--- src/rtl/fpu_add_accum_seq.sv ---
// Operand sequencer in front of the FPU adder: reduces a stream of IEEE-754 singles
// per vector into one sum, bypassing zero operands the adder cannot represent.
module fpu_add_accum_seq #(
  parameter int ADD_LATENCY = 5,
  parameter int MAX_LEN     = 64,
  parameter int CNT_W       = 7
) (
  input  logic             clk,
  input  logic             rst_n,
  input  logic             in_valid,
  output logic             in_ready,
  input  logic [31:0]      in_data,
  input  logic             in_last,
  output logic [31:0]      add_a,
  output logic [31:0]      add_b,
  output logic             add_start,
  input  logic [31:0]      add_result,
  input  logic [1:0]       add_warning,
  output logic             acc_valid,
  input  logic             acc_ready,
  output logic [31:0]      acc_data,
  output logic [CNT_W-1:0] acc_len,
  output logic [1:0]       acc_err
);

  // Both handshakes: a transfer happens on the rising edge where valid and ready are both 1;
  // a valid source holds its payload until that edge.

  localparam int LAT_W = $clog2(ADD_LATENCY + 1);

  typedef enum logic [2:0] {FLUSH, FIRST, NEXT, WAIT, OUT} state_t;

  state_t             state, state_nxt;
  logic [LAT_W-1:0]   lat_cnt;
  logic [31:0]        acc;
  logic [CNT_W-1:0]   cnt;
  logic [CNT_W-1:0]   cnt_inc;
  logic [1:0]         err;
  logic               last_f;
  logic               at_max;
  logic               in_zero;
  logic               acc_zero;
  logic               lat_done;

  assign cnt_inc  = cnt + 1'b1;
  assign at_max   = (cnt_inc == CNT_W'(MAX_LEN));
  assign in_zero  = (in_data[30:0] == '0);
  assign acc_zero = (acc[30:0] == '0);
  // lat_cnt is cleared on WAIT entry, so it equals the number of edges after the start edge
  assign lat_done = (lat_cnt == LAT_W'(ADD_LATENCY));

  always_comb begin
    state_nxt = state;
    in_ready  = 1'b0;
    add_start = 1'b0;
    acc_valid = 1'b0;
    unique case (state)
      FLUSH: begin
        if (lat_cnt == LAT_W'(ADD_LATENCY - 1)) state_nxt = FIRST;
      end
      FIRST: begin
        in_ready = 1'b1;
        if (in_valid) state_nxt = in_last ? OUT : NEXT;
      end
      NEXT: begin
        in_ready = 1'b1;
        if (in_valid) begin
          if (!in_zero && !acc_zero)  state_nxt = WAIT;
          else if (in_last || at_max) state_nxt = OUT;
        end
      end
      WAIT: begin
        add_start = (lat_cnt == '0);
        if (lat_done) state_nxt = last_f ? OUT : NEXT;
      end
      OUT: begin
        acc_valid = 1'b1;
        if (acc_ready) state_nxt = FIRST;
      end
      default: state_nxt = FLUSH;
    endcase
  end

  always_ff @(posedge clk or negedge rst_n) begin
    if (!rst_n) begin
      state   <= FLUSH;
      lat_cnt <= '0;
    end else begin
      state <= state_nxt;
      if (state_nxt != state)                lat_cnt <= '0;
      else if (state == FLUSH || state == WAIT) lat_cnt <= lat_cnt + 1'b1;
    end
  end

  always_ff @(posedge clk or negedge rst_n) begin
    if (!rst_n) begin
      acc    <= '0;
      cnt    <= '0;
      err    <= '0;
      last_f <= 1'b0;
      add_a  <= '0;
      add_b  <= '0;
    end else begin
      if (state == FIRST && in_valid) begin
        acc    <= in_data;
        cnt    <= CNT_W'(1);
        err    <= '0;
        last_f <= in_last;
      end
      if (state == NEXT && in_valid) begin
        cnt    <= cnt_inc;
        last_f <= in_last | at_max;
        if (at_max && !in_last) err[1] <= 1'b1;
        // A zero accumulator is replaced outright, dropping the sign of zero
        if (!in_zero) begin
          if (acc_zero) begin
            acc <= in_data;
          end else begin
            add_a <= acc;
            add_b <= in_data;
          end
        end
      end
      if (state == WAIT && lat_done) begin
        acc    <= add_result;
        err[0] <= err[0] | (|add_warning);
      end
    end
  end

  assign acc_data = acc;
  assign acc_len  = cnt;
  assign acc_err  = err;

endmodule

--- config.mk ---
export PLATFORM = sky130hd
export DESIGN_NAME = fpu_add_accum_seq
export DESIGN_NICKNAME = d
export VERILOG_FILES = /design/src/rtl/fpu_add_accum_seq.sv
export SDC_FILE = /design/constraint.sdc
export NUM_CORES = 1
export LEC_CHECK = 0
export ABC_CLOCK_PERIOD_IN_PS = 1800
export BUFFER_PORTS_ARGS = -buffer_cell sky130_fd_sc_hd__buf_2
export CAP_MARGIN = 10
export CORE_MARGIN = 10
export CORE_UTILIZATION = 45
export DETAILED_ROUTE_END_ITERATION = 16
export HOLD_SLACK_MARGIN = 0.02
export PLACE_DENSITY = 0.86
export SLEW_MARGIN = 10
export SYNTH_ARGS = -nofsm -noshare
export SYNTH_HDL_FRONTEND = slang
export SYNTH_SLANG_ARGS = --single-unit
--- constraint.sdc ---
create_clock -name clk -period 1.8 [get_ports clk]
set_input_delay 0.36 -clock clk [delete_from_list [all_inputs] [get_ports clk]]
set_output_delay 0.36 -clock clk [all_outputs]
set_load 0.005 [all_outputs]
[Yosys cells after proc, flatten, opt, wreduce, memory -nomap -nowiden]
Index checks and enable logic that the tools add are counted.
Cells by class
  bitwise logic cells: 4
  equality and inequality tests: 8
  $add $sub $neg: 2
  reduce and logical (&&, ||, !) cells: 20
  multiplexer cells: 28
Operators by type and width (number)
  two-way mux 32 bit: 5
  logical NOT 31 bit: 2
  two-way mux 3 bit: 11
  one-hot mux 3 bit (5 select lines): 1
  two-way mux 7 bit: 2
  equality test 3 bit (second input constant): 3
  two-way mux 1 bit: 8
  adder 7 x 1 -> 7 bit (second input constant): 1
  equality test 7 bit (second input constant): 1
  equality test 3 x 2 -> 1 bit (second input constant): 2
  logical NOT 3 bit: 2
  nonzero test 2 bit: 3
  logical AND 1 bit: 5
  OR reduction 2 bit: 2
  adder 3 x 1 -> 3 bit (second input constant): 1
  equality test 3 x 1 -> 1 bit (second input constant): 1
  logical NOT 1 bit: 3
  != test 3 bit: 1
  AND reduction 3 bit: 1
  logical OR 1 bit: 2
  two-way mux 2 bit: 1
  inverter 1 bit: 2
  bitwise OR 1 bit: 2
Word-level totals
  input bits: 71
  register bits: 112
  output and inout bits: 108
  word-level logic and storage cells: 71

[Logic depth before layout (Yosys ltp)]
Gate-level depths: netlist of run 1.
  word-level depth: 9
  depth in mapped cells: 8

[Worst setup path after synthesis of run 1]
OpenSTA, ideal clock, no wires.
  path type: flip-flop to flip-flop
  start: register state[0]
  end: register add_b[23]
  arrival: 1.749 ns
  clock period less this slack: 1.874 ns
  stages on the path, launching flop included: 8
  setup slack: -0.074 ns
  cell sequence: dfrtp_1 > buf_2 > nor3b_4 > nand2_4 > nor3_4 > buf_6 > buf_6 > mux2_2
Between the ends
  word-level cells in the longest chain between the ends: 3
Ends and longest elaborated chain
  from (decl): RTL line 33  | state_t state, state_nxt;
  from (signal assigned): RTL line 89  | state <= state_nxt;
  equality test 3 x 2 -> 1 bit: RTL line 110  | if (state == NEXT && in_valid) begin
  logical AND 1 bit: RTL line 110
  AND reduction 3 bit (no line)
  to (signal assigned): RTL line 120  | add_b <= in_data;
  to (decl): RTL line 15  | output logic [31:0] add_b,
Every way passes these cells.
A chain may end at the register's enable or synchronous reset.

[Final worst setup path of run 1]
  start: register acc[18], in the netlist acc_data[18]
  end: register acc[21], in the netlist acc_data[21]
Between the ends
  word-level cells in the longest chain between the ends: 5
Ends and longest elaborated chain
  from (decl): RTL line 35  | logic [31:0] acc;
  from (signal assigned): RTL line 105  | acc <= in_data;
  from (signal assigned): RTL line 117  | acc <= in_data;
  from (signal assigned): RTL line 125  | acc <= add_result;
  logical NOT 31 bit: RTL line 48  | assign acc_zero = (acc[30:0] == '0);
  two-way mux 32 bit: RTL line 116  | if (acc_zero) begin
  two-way mux 32 bit: RTL line 115  | if (!in_zero) begin
  two-way mux 32 bit: RTL line 110
  two-way mux 32 bit: RTL line 124  | if (state == WAIT && lat_done) begin
Every way passes these cells.

==> results of run 1 <==
==> logic make-up (layout without fill, tap and decap cells) <==
kind of cell | count (synthesis) | count (layout) | synth area share, %
AO/OA/AOI/OAI | 64 | 65 | 11.18
XOR/XNOR | 4 | 4 | 0.6929
adder cells (fa/ha/maj) | 4 | 4 | 0.9896
buffers and inverters | 29 | 305 | 3.587
flip-flops | 112 | 112 | 55.42
multiplexers | 66 | 66 | 14.67
AND/OR/NAND/NOR | 107 | 107 | 13.46
==> registers in the layout, summed over array words and instances (netlist names) <==
register	flops
lat_cnt	3
last_f	1
add_a	32
acc_len	7
acc_data	32
add_b	32
acc_err	2
state	3
==> Yosys cell counts (all sizes together) (3+ instances only) <==
cell type / number / share of area [%]
clkbuf: 7 / 0.94
nor4: 14 / 1.7
xnor2: 3 / 0.52
nand4: 5 / 0.62
inv: 6 / 0.45
buf: 16 / 2.2
nor2: 9 / 0.72
or3: 32 / 4.6
and2: 3 / 0.37
nand3: 9 / 1.1
mux2: 65 / 14
a21oi: 6 / 0.82
dfrtp: 112 / 55
nand2: 16 / 1.3
o221a: 32 / 7.1
nor3: 11 / 1.5
ha: 4 / 0.99
o21ai: 15 / 1.5
==> repair_timing <==
item	4_1_cts	5_1_grt
setup buffers	6	3
pin swaps	6	2
gates resized for setup	19	11
gates cloned	1	0
hold buffers	1	0
endpoints found under the setup margin	105	104
endpoints found under the hold margin	10	0
==> stage by stage <==
step	setup slack [ps]	hold slack [ps]	utilization, %	TNS, ps	area [um^2]
after floorplan	-20.86	64.41	-	-687.3	5119
final	-189.2	255.7	67.22	-13750	7351
after CTS	-187.7	248.7	66.62	-15260	7286
after global routing	-269.6	286.4	67.22	-21980	7351
after global placement	-595.8	221.7	62.28	-45330	6810
after detailed placement	-641.2	224.0	62.28	-47910	6810
==> power by group through the flow <==
stage                     registers [W]  logic, W  clock network (W)
after floorplan                 0.00454   0.00236                  0
after global placement          0.00430   0.00514                  0
after detailed placement        0.00440   0.00537                  0
after CTS                       0.00439   0.00560            0.00220
after global routing            0.00454   0.00614            0.00230
final                           0.00441   0.00564            0.00215
==> final timing paths <==
| check | from | endpoint | slack [ps] | cells after the start |
|---|---|---|---|---|
| worst max register to register | acc_data[18] | acc_data[21] | -190 | 8 |
| worst max-delay path | acc_data[18] | acc_data[21] | -190 | 8 |
| max in group asynchronous | rst_n | add_b[19] | 850 | 3 |
| worst min register to register | add_a[9] | add_a[9] | 500 | 1 |
| min in group asynchronous | rst_n | add_a[18] | 400 | 2 |
| worst min-delay path | add_warning[0] | acc_err[0] | 260 | 3 |
==> cell type report <==
class,count,area [um^2],area share [%]
Multi-Input combinational cell,246,2236,30.42
Inverter,6,25.02,0.3404
Timing Repair Buffer,283,1790,24.36
Clock inverter,5,78.83,1.072
Clock buffer,11,242.7,3.302
Sequential cell,112,2803,38.13
Tap cell,140,175.2,2.383
==> layout by cell type, fill, tap and decap left out, types with 7 or more instances in the layout <==
cell       Yosys  final
buf_12         0      7
buf_2         11    177
buf_4          0     93
clkbuf_16      0      9
dfrtp_1      112    112
mux2_2        62     62
nand2_1       15     13
nand3_1        8      8
nor2_1         8      7
nor4_1        14      8
o21ai_0       15     15
o221a_1       30     30
or3_2         27     27
==> per-layer routing <==
metal  wire (um)  GRT usage [%]  vias up
met2        8373          34.32      190
li1            -              -     2012
met5           9              0        -
met3        1283          6.040       27
met1        6597          23.71     2212
met4         274          6.162        2
==> critical path, stage by stage (launching register included) <==
cell	delay [ps]
dfrtp_1	410
nor4_1	370
nand4_1	140
buf_4	170
nor3_4	160
buf_6	140
a21oi_4	70
buf_12	150
o221a_1	250
==> impl_metrics.csv, run 1 <==
group,metric,value,unit
run_status,status,"complete, but fails checks",
run_status,violations,"setup timing",
clock_network,cts_buffers,9,
die,die_w,126.0,um
power_and_ir_drop,p_per_area,1659,nW/um^2
route,dr.first_iter.drc_count,327,
route,vias,4443,
clock_network,insertion_delay,340,ps
synthesis,syn_area,5057,um^2
die,ios,179,
power_and_ir_drop,seq_power_share,36.1,%
cells_and_area,stdcell_count,803,
placed_design,gp_congestion,0.8811,
timing,fin_ws,-189.2,ps
synthesis,synth-seq-cells,112,
worst_setup_path,critPathMaxFanout,24,
placed_design,io_buffer_count,178,
synthesis,ys_types,48,
power_and_ir_drop,p_comb_share,46.2,%
power_and_ir_drop,ir_drop,0.8189,mV
global_route,grt_pass1_vias,4731,
die,core_region_area,10940,um^2
global_route,grt_pass1_wl,25.95,mm
synthesis,synth_edf_count,0,
power_and_ir_drop,swShare,33.59,%
worst_hold_path,worstHoldPathType,"input pin to flop",
timing,tightest_slew,415.3,ps
cells_and_area,n_fill_cell,819,
cells_and_area,antenna_cells,0,
cells_and_area,finalNetCount,733,
worst_setup_path,critPathRequiredTime,2030,ps
clock_network,cts.clk_slew.worst_paths,70,ps
clock_network,cts_max_path_buffers,2,
clock_network,cts_tree,"done",
timing,setup_viol,99,
timing,fmax,502.7,MHz
placed_design,dpl.cell_count,776,
global_route,antenna_found_initial,1,
timing,drv_slew,0,
power_and_ir_drop,total_power,0.01220,W
die,die_h,126.0,um
die,die_area,15880,um^2
global_route,track_usage,20.07,%
global_route,grt_remaining_overflow,0,
power_and_ir_drop,intPower,0.008102,W
timing,period_share,110.5,%
synthesis,syn_avg_cell_area,13.10,um^2
global_route,grt_max_degree,48,
synthesis,synthCells,386,
worst_setup_path,arrival,2220,ps
timing,hold_violations,0,
power_and_ir_drop,p_clk_share,17.7,%
route,antenna_left,0,
route,wl,16.54,mm
timing,clock_skew,8.148,ps
route,wl_per_cell,20.59,um
clock_network,cts.sinks,112,
synthesis,syn-num-nets,461,
synthesis,yosys_warnings,0,
worst_setup_path,endpoint_kind,"flop",
die,num_rows,38,
flow_run,maxCapViolCount,0,
timing,min_period,1989,ps
timing,relSlewSlack,72.06,%
clock_network,root_buffer,"clkbuf_16",
worst_setup_path,crit_type,"flop to flop",
clock_network,htreeDepth,3,
route,route.detailed.drc,0,
synthesis,synthArstFlopShare,100.0,%
route,dr.pass1.iters,5,
cells_and_area,final_layout_size_suffix_gt1_share,63.50,%
die,initial_core_util,46.25,%
power_and_ir_drop,power_switching,0.004097,W
power_and_ir_drop,leakagePower,3.342,nW
cells_and_area,area_growth,45.35,%
synthesis,dominantRegCellSynth,"dfrtp_1",
placed_design,dpl.hpwl,12.62,mm
synthesis,ys_seq_area_share,55.42,%
timing,rsz0062_at_grt,"yes",
route,viasPerCell,5.533,
worst_setup_path,cp-start-kind,"flop",
Power figures use the tool's default switching activity.
==> run 2, diff against run 1 <==
--- a/config.mk
+++ b/config.mk
@@ -13,6 +13,7 @@
 export DETAILED_ROUTE_END_ITERATION = 16
 export HOLD_SLACK_MARGIN = 0.02
 export PLACE_DENSITY = 0.86
+export REMOVE_ABC_BUFFERS = 1
 export SLEW_MARGIN = 10
 export SYNTH_ARGS = -nofsm -noshare
 export SYNTH_HDL_FRONTEND = slang
==> run 2 against run 1 <==
Effect of this change: the run still ends with setup timing left; final area grew 2.4%; sequential power grew 1%; maximum frequency shrank 5.6%; count of clock-buffer cells in the layout shrank 2; critical endpoint is now add_a[3]; highest routed layer is now met4.
==> impl_metrics.csv, run 2 (synthesis results as in run 1) <==
group,metric,value,unit
global_route,antenna_found_initial,0,
cells_and_area,fin_area,7527,um^2
timing,rsz0062_at_grt,"yes",
route,dr.first_iter.drc_count,380,
power_and_ir_drop,p_per_area,1687,nW/um^2
clock_network,cts_buffers,9,
timing,whs,11.21,ps
global_route,grt_pass1_wl,26.77,mm
route,antenna_left,0,
clock_network,cts_max_path_buffers,2,
clock_network,htreeDepth,3,
global_route,grt_max_degree,58,
timing,fmax,474.4,MHz
route,dr.pass1.iters,5,
worst_setup_path,critPathRequiredTime,2030,ps
cells_and_area,area_growth,48.84,%
timing,min_period,2108,ps
cells_and_area,final_common_cell,"buf_2",
timing,period_share,117.1,%
clock_network,insertion_delay,340,ps
power_and_ir_drop,ir_drop,0.8013,mV
timing,relSlewSlack,64.73,%
die,ios,179,
route,wl_per_cell,22.01,um
die,die_h,126.0,um
die,core_region_area,10940,um^2
timing,fin_ws,-308.0,ps
clock_network,root_buffer,"clkbuf_16",
run_status,status,"complete, but fails checks",
cells_and_area,final_layout_size_suffix_gt1_share,63.39,%
cells_and_area,antenna_cells,0,
die,initial_core_util,46.25,%
placed_design,post_dp_cell_area,6743,um^2
timing,drv_slew,0,
worst_hold_path,worstHoldPathType,"input pin to asynchronous set/reset pin",
flow_run,maxCapViolCount,0,
route,vias,4590,
clock_network,cts.sinks,112,
die,die_w,126.0,um
global_route,track_usage,20.67,%
route,wl,17.87,mm
run_status,violations,"setup timing",
worst_setup_path,cp-start-kind,"flop",
placed_design,dpl.hpwl,12.51,mm
timing,hold_violations,0,
timing,tightest_slew,528.4,ps
power_and_ir_drop,leakagePower,3.431,nW
cells_and_area,final_cell_mix,"buf_2 (178), dfrtp_1 (112), buf_4 (94), mux2_2 (52), o221a_1 (30)",
global_route,grt_pass1_vias,4901,
route,viasPerCell,5.653,
worst_setup_path,critPathMaxFanout,11,
die,num_rows,38,
route,route.detailed.drc,0,
placed_design,io_buffer_count,178,
worst_setup_path,arrival,2330,ps
worst_setup_path,endpoint_kind,"flop",
clock_network,cts_tree,"done",
timing,setup_tns,-26370,ps
timing,clock_skew,7.771,ps
timing,setup_viol,103,
global_route,grt_remaining_overflow,0,
cells_and_area,finalNetCount,742,
die,die_area,15880,um^2
placed_design,gp_congestion,0.8931,
clock_network,cts.clk_slew.worst_paths,70,ps
worst_setup_path,crit_type,"flop to flop",
-- run 2: per-layer routing --
metal  up-vias  global-route usage, %  part of all wire [%]
met5         -                      0                     0
met4         0                  6.765                   2.1
met3        31                  5.369                   7.9
met2       220                  36.27                    52
met1      2309                  23.98                    38
li1       2030                      -                     -
-- run 2: where the power goes --
| group | switching (W) | total, W | internal (W) |
|---|---|---|---|
| Clock | 0.000924 | 0.00229 | 0.00136 |
| Sequential | 0.000751 | 0.00446 | 0.00371 |
| Combinational | 0.00269 | 0.00596 | 0.00326 |
-- run 2: cell type report --
cell class                 instances  area, um^2
timing repair buffer             289        1883
tap                              140       175.2
fill                             799        3408
clock inverter                     7       118.9
clock buffer                       9       225.2
inverter                           6       25.02
multi-input combinational        249        2297
sequential                       112        2803
-- run 2: final timing paths --
check | start | slack (ps) | cells after the start | to
setup / recovery | acc_data[15] | -310 | 9 | add_a[3]
hold / removal | rst_n | 10 | 2 | add_b[30]
setup reg to reg | acc_data[15] | -310 | 9 | add_a[3]
hold reg to reg | acc_err[0] | 500 | 2 | acc_err[0]
max in group asynchronous | rst_n | 1520 | 2 | add_b[27]
min in group clk | add_warning[0] | 240 | 3 | acc_err[0]
-- run 2: worst max-delay path: stages, from the launching register on --
cell and delay, ps:
dfrtp_1 420, nor4_4 310, buf_4 160, nand4_1 120, buf_4 190, nor2_4 120, nor3_4 60, buf_12 150
clkbuf_16 180, mux2_2 280
-- run 2: what timing repair did --
| item | CTS | global route |
|---|---|---|
| setup buffers | 8 | 5 |
| pin swaps | 12 | 4 |
| hold buffers | 0 | 0 |
| endpoints found under the hold margin | 0 | 0 |
| endpoints found under the setup margin | 105 | 105 |
| gates cloned | 3 | 5 |
| resized for setup | 42 | 8 |
-- run 2: through the flow --
step / power, W / setup WS, ps / util [%] / instances
floorplan: 0.006673 / -1379 / - / 363
global placement: 0.009338 / -755.1 / 61.66 / 776
detailed placement: 0.009701 / -869.1 / 61.66 / 776
CTS: 0.01244 / -293.7 / 67.27 / 803
global route: 0.01337 / -375.4 / 68.83 / 812
finish: 0.01270 / -308.0 / 68.83 / 812
==> run 3, diff against run 2 <==
--- a/config.mk
+++ b/config.mk
@@ -8,6 +8,7 @@
 export ABC_CLOCK_PERIOD_IN_PS = 1800
 export BUFFER_PORTS_ARGS = -buffer_cell sky130_fd_sc_hd__buf_2
 export CAP_MARGIN = 10
+export CORE_ASPECT_RATIO = 1.25
 export CORE_MARGIN = 10
 export CORE_UTILIZATION = 45
 export DETAILED_ROUTE_END_ITERATION = 16
==> run 3 against run 2 <==
Effect of this change: combinational power down 8.6%; critical endpoint is now acc_data[25]; critical path depth down 1; register-to-register slack improved by 50 ps; wire length down 11%; worst hold slack better by 61 ps; the flow still finishes with violations (setup timing); largest power group unchanged.
==> impl_metrics.csv, run 3 (synthesis results as in run 1) <==
group,metric,value,unit
timing,min_period,2056,ps
timing,rsz0062_at_grt,"yes",
timing,fmax,486.4,MHz
worst_setup_path,crit_type,"flop to flop",
clock_network,cts.sinks,112,
clock_network,cts.clk_slew.worst_paths,70,ps
timing,tightest_slew,604.5,ps
run_status,violations,"setup timing",
run_status,status,"complete, but fails checks",
global_route,grt_max_degree,113,
route,vias,4447,
timing,setup_viol,102,
timing,period_share,114.2,%
die,die_area,15910,um^2
cells_and_area,multi_input_area,2148,um^2
route,viasPerCell,5.665,
global_route,grt_remaining_overflow,0,
clock_network,cts_hold_buf,0,
route,antenna_left,0,
clock_network,cts_max_path_buffers,2,
global_route,antenna_found_initial,1,
cells_and_area,final_util,65.15,%
worst_hold_path,worstHoldPathType,"input pin to asynchronous set/reset pin",
worst_setup_path,path_common_cell,"buf_4",
timing,setup_tns,-21700,ps
worst_setup_path,rrSetupSlack,-260,ps
cells_and_area,area_growth,42.08,%
die,die_h,138.5,um
die,die_w,114.8,um
die,num_rows,43,
route,dr.pass1.iters,4,
placed_design,dpl.hpwl,12.15,mm
worst_setup_path,endpoint_kind,"flop",
cells_and_area,final_common_cell,"buf_2",
route,wl_per_cell,20.30,um
timing,fin_ws,-256.1,ps
timing,relSlewSlack,59.70,%
global_route,grt_pass1_wl,25.16,mm
worst_setup_path,critPathRequiredTime,2030,ps
route,dr.first_iter.drc_count,172,
worst_setup_path,path_cells,"nor4_2 > buf_4 > nand4_1 > buf_4 > nor3_4 > a21oi_4 > buf_12 > o221a_1",
global_route,grt_pass1_vias,4833,
worst_setup_path,critPathMaxFanout,17,
route,route.detailed.drc,0,
flow_run,maxCapViolCount,0,
placed_design,gp_congestion,0.8362,
power_and_ir_drop,ir_drop,0.6793,mV
cells_and_area,final_cell_mix,"buf_2 (177), dfrtp_1 (111), buf_4 (82), mux2_2 (62), o221a_1 (30)",
power_and_ir_drop,leakagePower,3.256,nW
cells_and_area,n_fill_cell,808,
worst_setup_path,cp-start-kind,"flop",
clock_network,htreeDepth,3,
worst_setup_path,critPathMaxStageDelay,400,ps
timing,clock_skew,7.527,ps
global_route,track_usage,19.44,%
cells_and_area,final_layout_size_suffix_gt1_share,61.79,%
die,core_region_area,11030,um^2
die,initial_core_util,45.85,%
clock_network,insertion_delay,340,ps
placed_design,io_buffer_count,178,
worst_setup_path,arrival,2280,ps
worst_setup_path,slowest_stage,"dfrtp_1",
clock_network,cts_tree,"done",
worst_setup_path,reg2reg_depth,8,
clock_network,root_buffer,"clkbuf_16",
timing,drv_slew,0,
cells_and_area,ff_latch_area,2804,um^2
power_and_ir_drop,p_per_area,1682,nW/um^2
die,ios,179,
timing,hold_violations,0,
clock_network,cts_buffers,9,
cells_and_area,finalNetCount,719,
route,wl,15.93,mm
## run 3: cell types whose count changed in the layout (fill, tap and decap cells not counted), sizes merged
| cell | change |
|---|---|
| buf | -17 |
| a21oi | -3 |
| clkbuf | +2 |
| clkinvlp | -2 |
| clkinv | -1 |
| bufinv | -1 |
| diode | +1 |
| nor3 | -1 |
## run 3: final timing paths
path                                startpoint           end
worst max register to register     acc_data[3]  acc_data[25]
worst min register to register      acc_err[0]    acc_err[0]
min in group clk                add_warning[0]    acc_err[0]
worst min-delay path                     rst_n     add_a[15]
max in group asynchronous                rst_n      state[0]
worst max-delay path               acc_data[3]  acc_data[25]
## run 3: what timing repair did
action	CTS	global route
resized for setup	16	13
hold endpoints to repair	0	0
setup endpoints to repair	104	104
buffers inserted	4	0
pin swaps	5	3
## run 3: power breakdown
group          switching (W)  internal [W]
combinational        0.00243       0.00301
clock               0.000894       0.00135
sequential          0.000690       0.00371
total                0.00402       0.00807
## run 3: layer usage
metal | vias up | wire length (um) | global-route usage, %
li1 | 1980 | - | -
met1 | 2234 | 5869 | 21.62
met2 | 194 | 8274 | 33.92
met3 | 39 | 1262 | 5.065
met4 | 0 | 527 | 8.029
met5 | - | 0 | 0
## run 3: final cells by class
| cell class | instances | area share, % |
|---|---|---|
| Antenna cell | 1 | 0.03483 |
| Clock buffer | 13 | 3.761 |
| Clock inverter | 3 | 0.9925 |
| Inverter | 6 | 0.3483 |
| Multi-Input combinational cell | 245 | 29.90 |
| Sequential cell | 112 | 39.02 |
| Tap cell | 135 | 2.351 |
| Timing Repair Buffer | 270 | 23.59 |
## run 3: worst max-delay path, delay by kind of cell, from the launching register on
kind | cells | cell delay (ps)
and+or+nand+nor | 3 | 660
DFF | 1 | 400
buffers and inverters | 3 | 510
AOI/OAI and AO/OA | 2 | 370
## run 3: metrics by stage
stage	instances	total power [W]	area, um^2	hold WS (ps)	setup slack [ps]
4_1_cts	784	0.01211	7132	117.3	-226.5
3_5_place_dp	764	0.009671	6696	467.8	-565.1
2_1_floorplan	363	0.006673	4898	64.41	-1379
6_report	785	0.01208	7186	71.87	-256.1
5_1_grt	785	0.01280	7186	126.7	-367.0
3_3_place_gp	764	0.009364	6696	452.0	-484.9
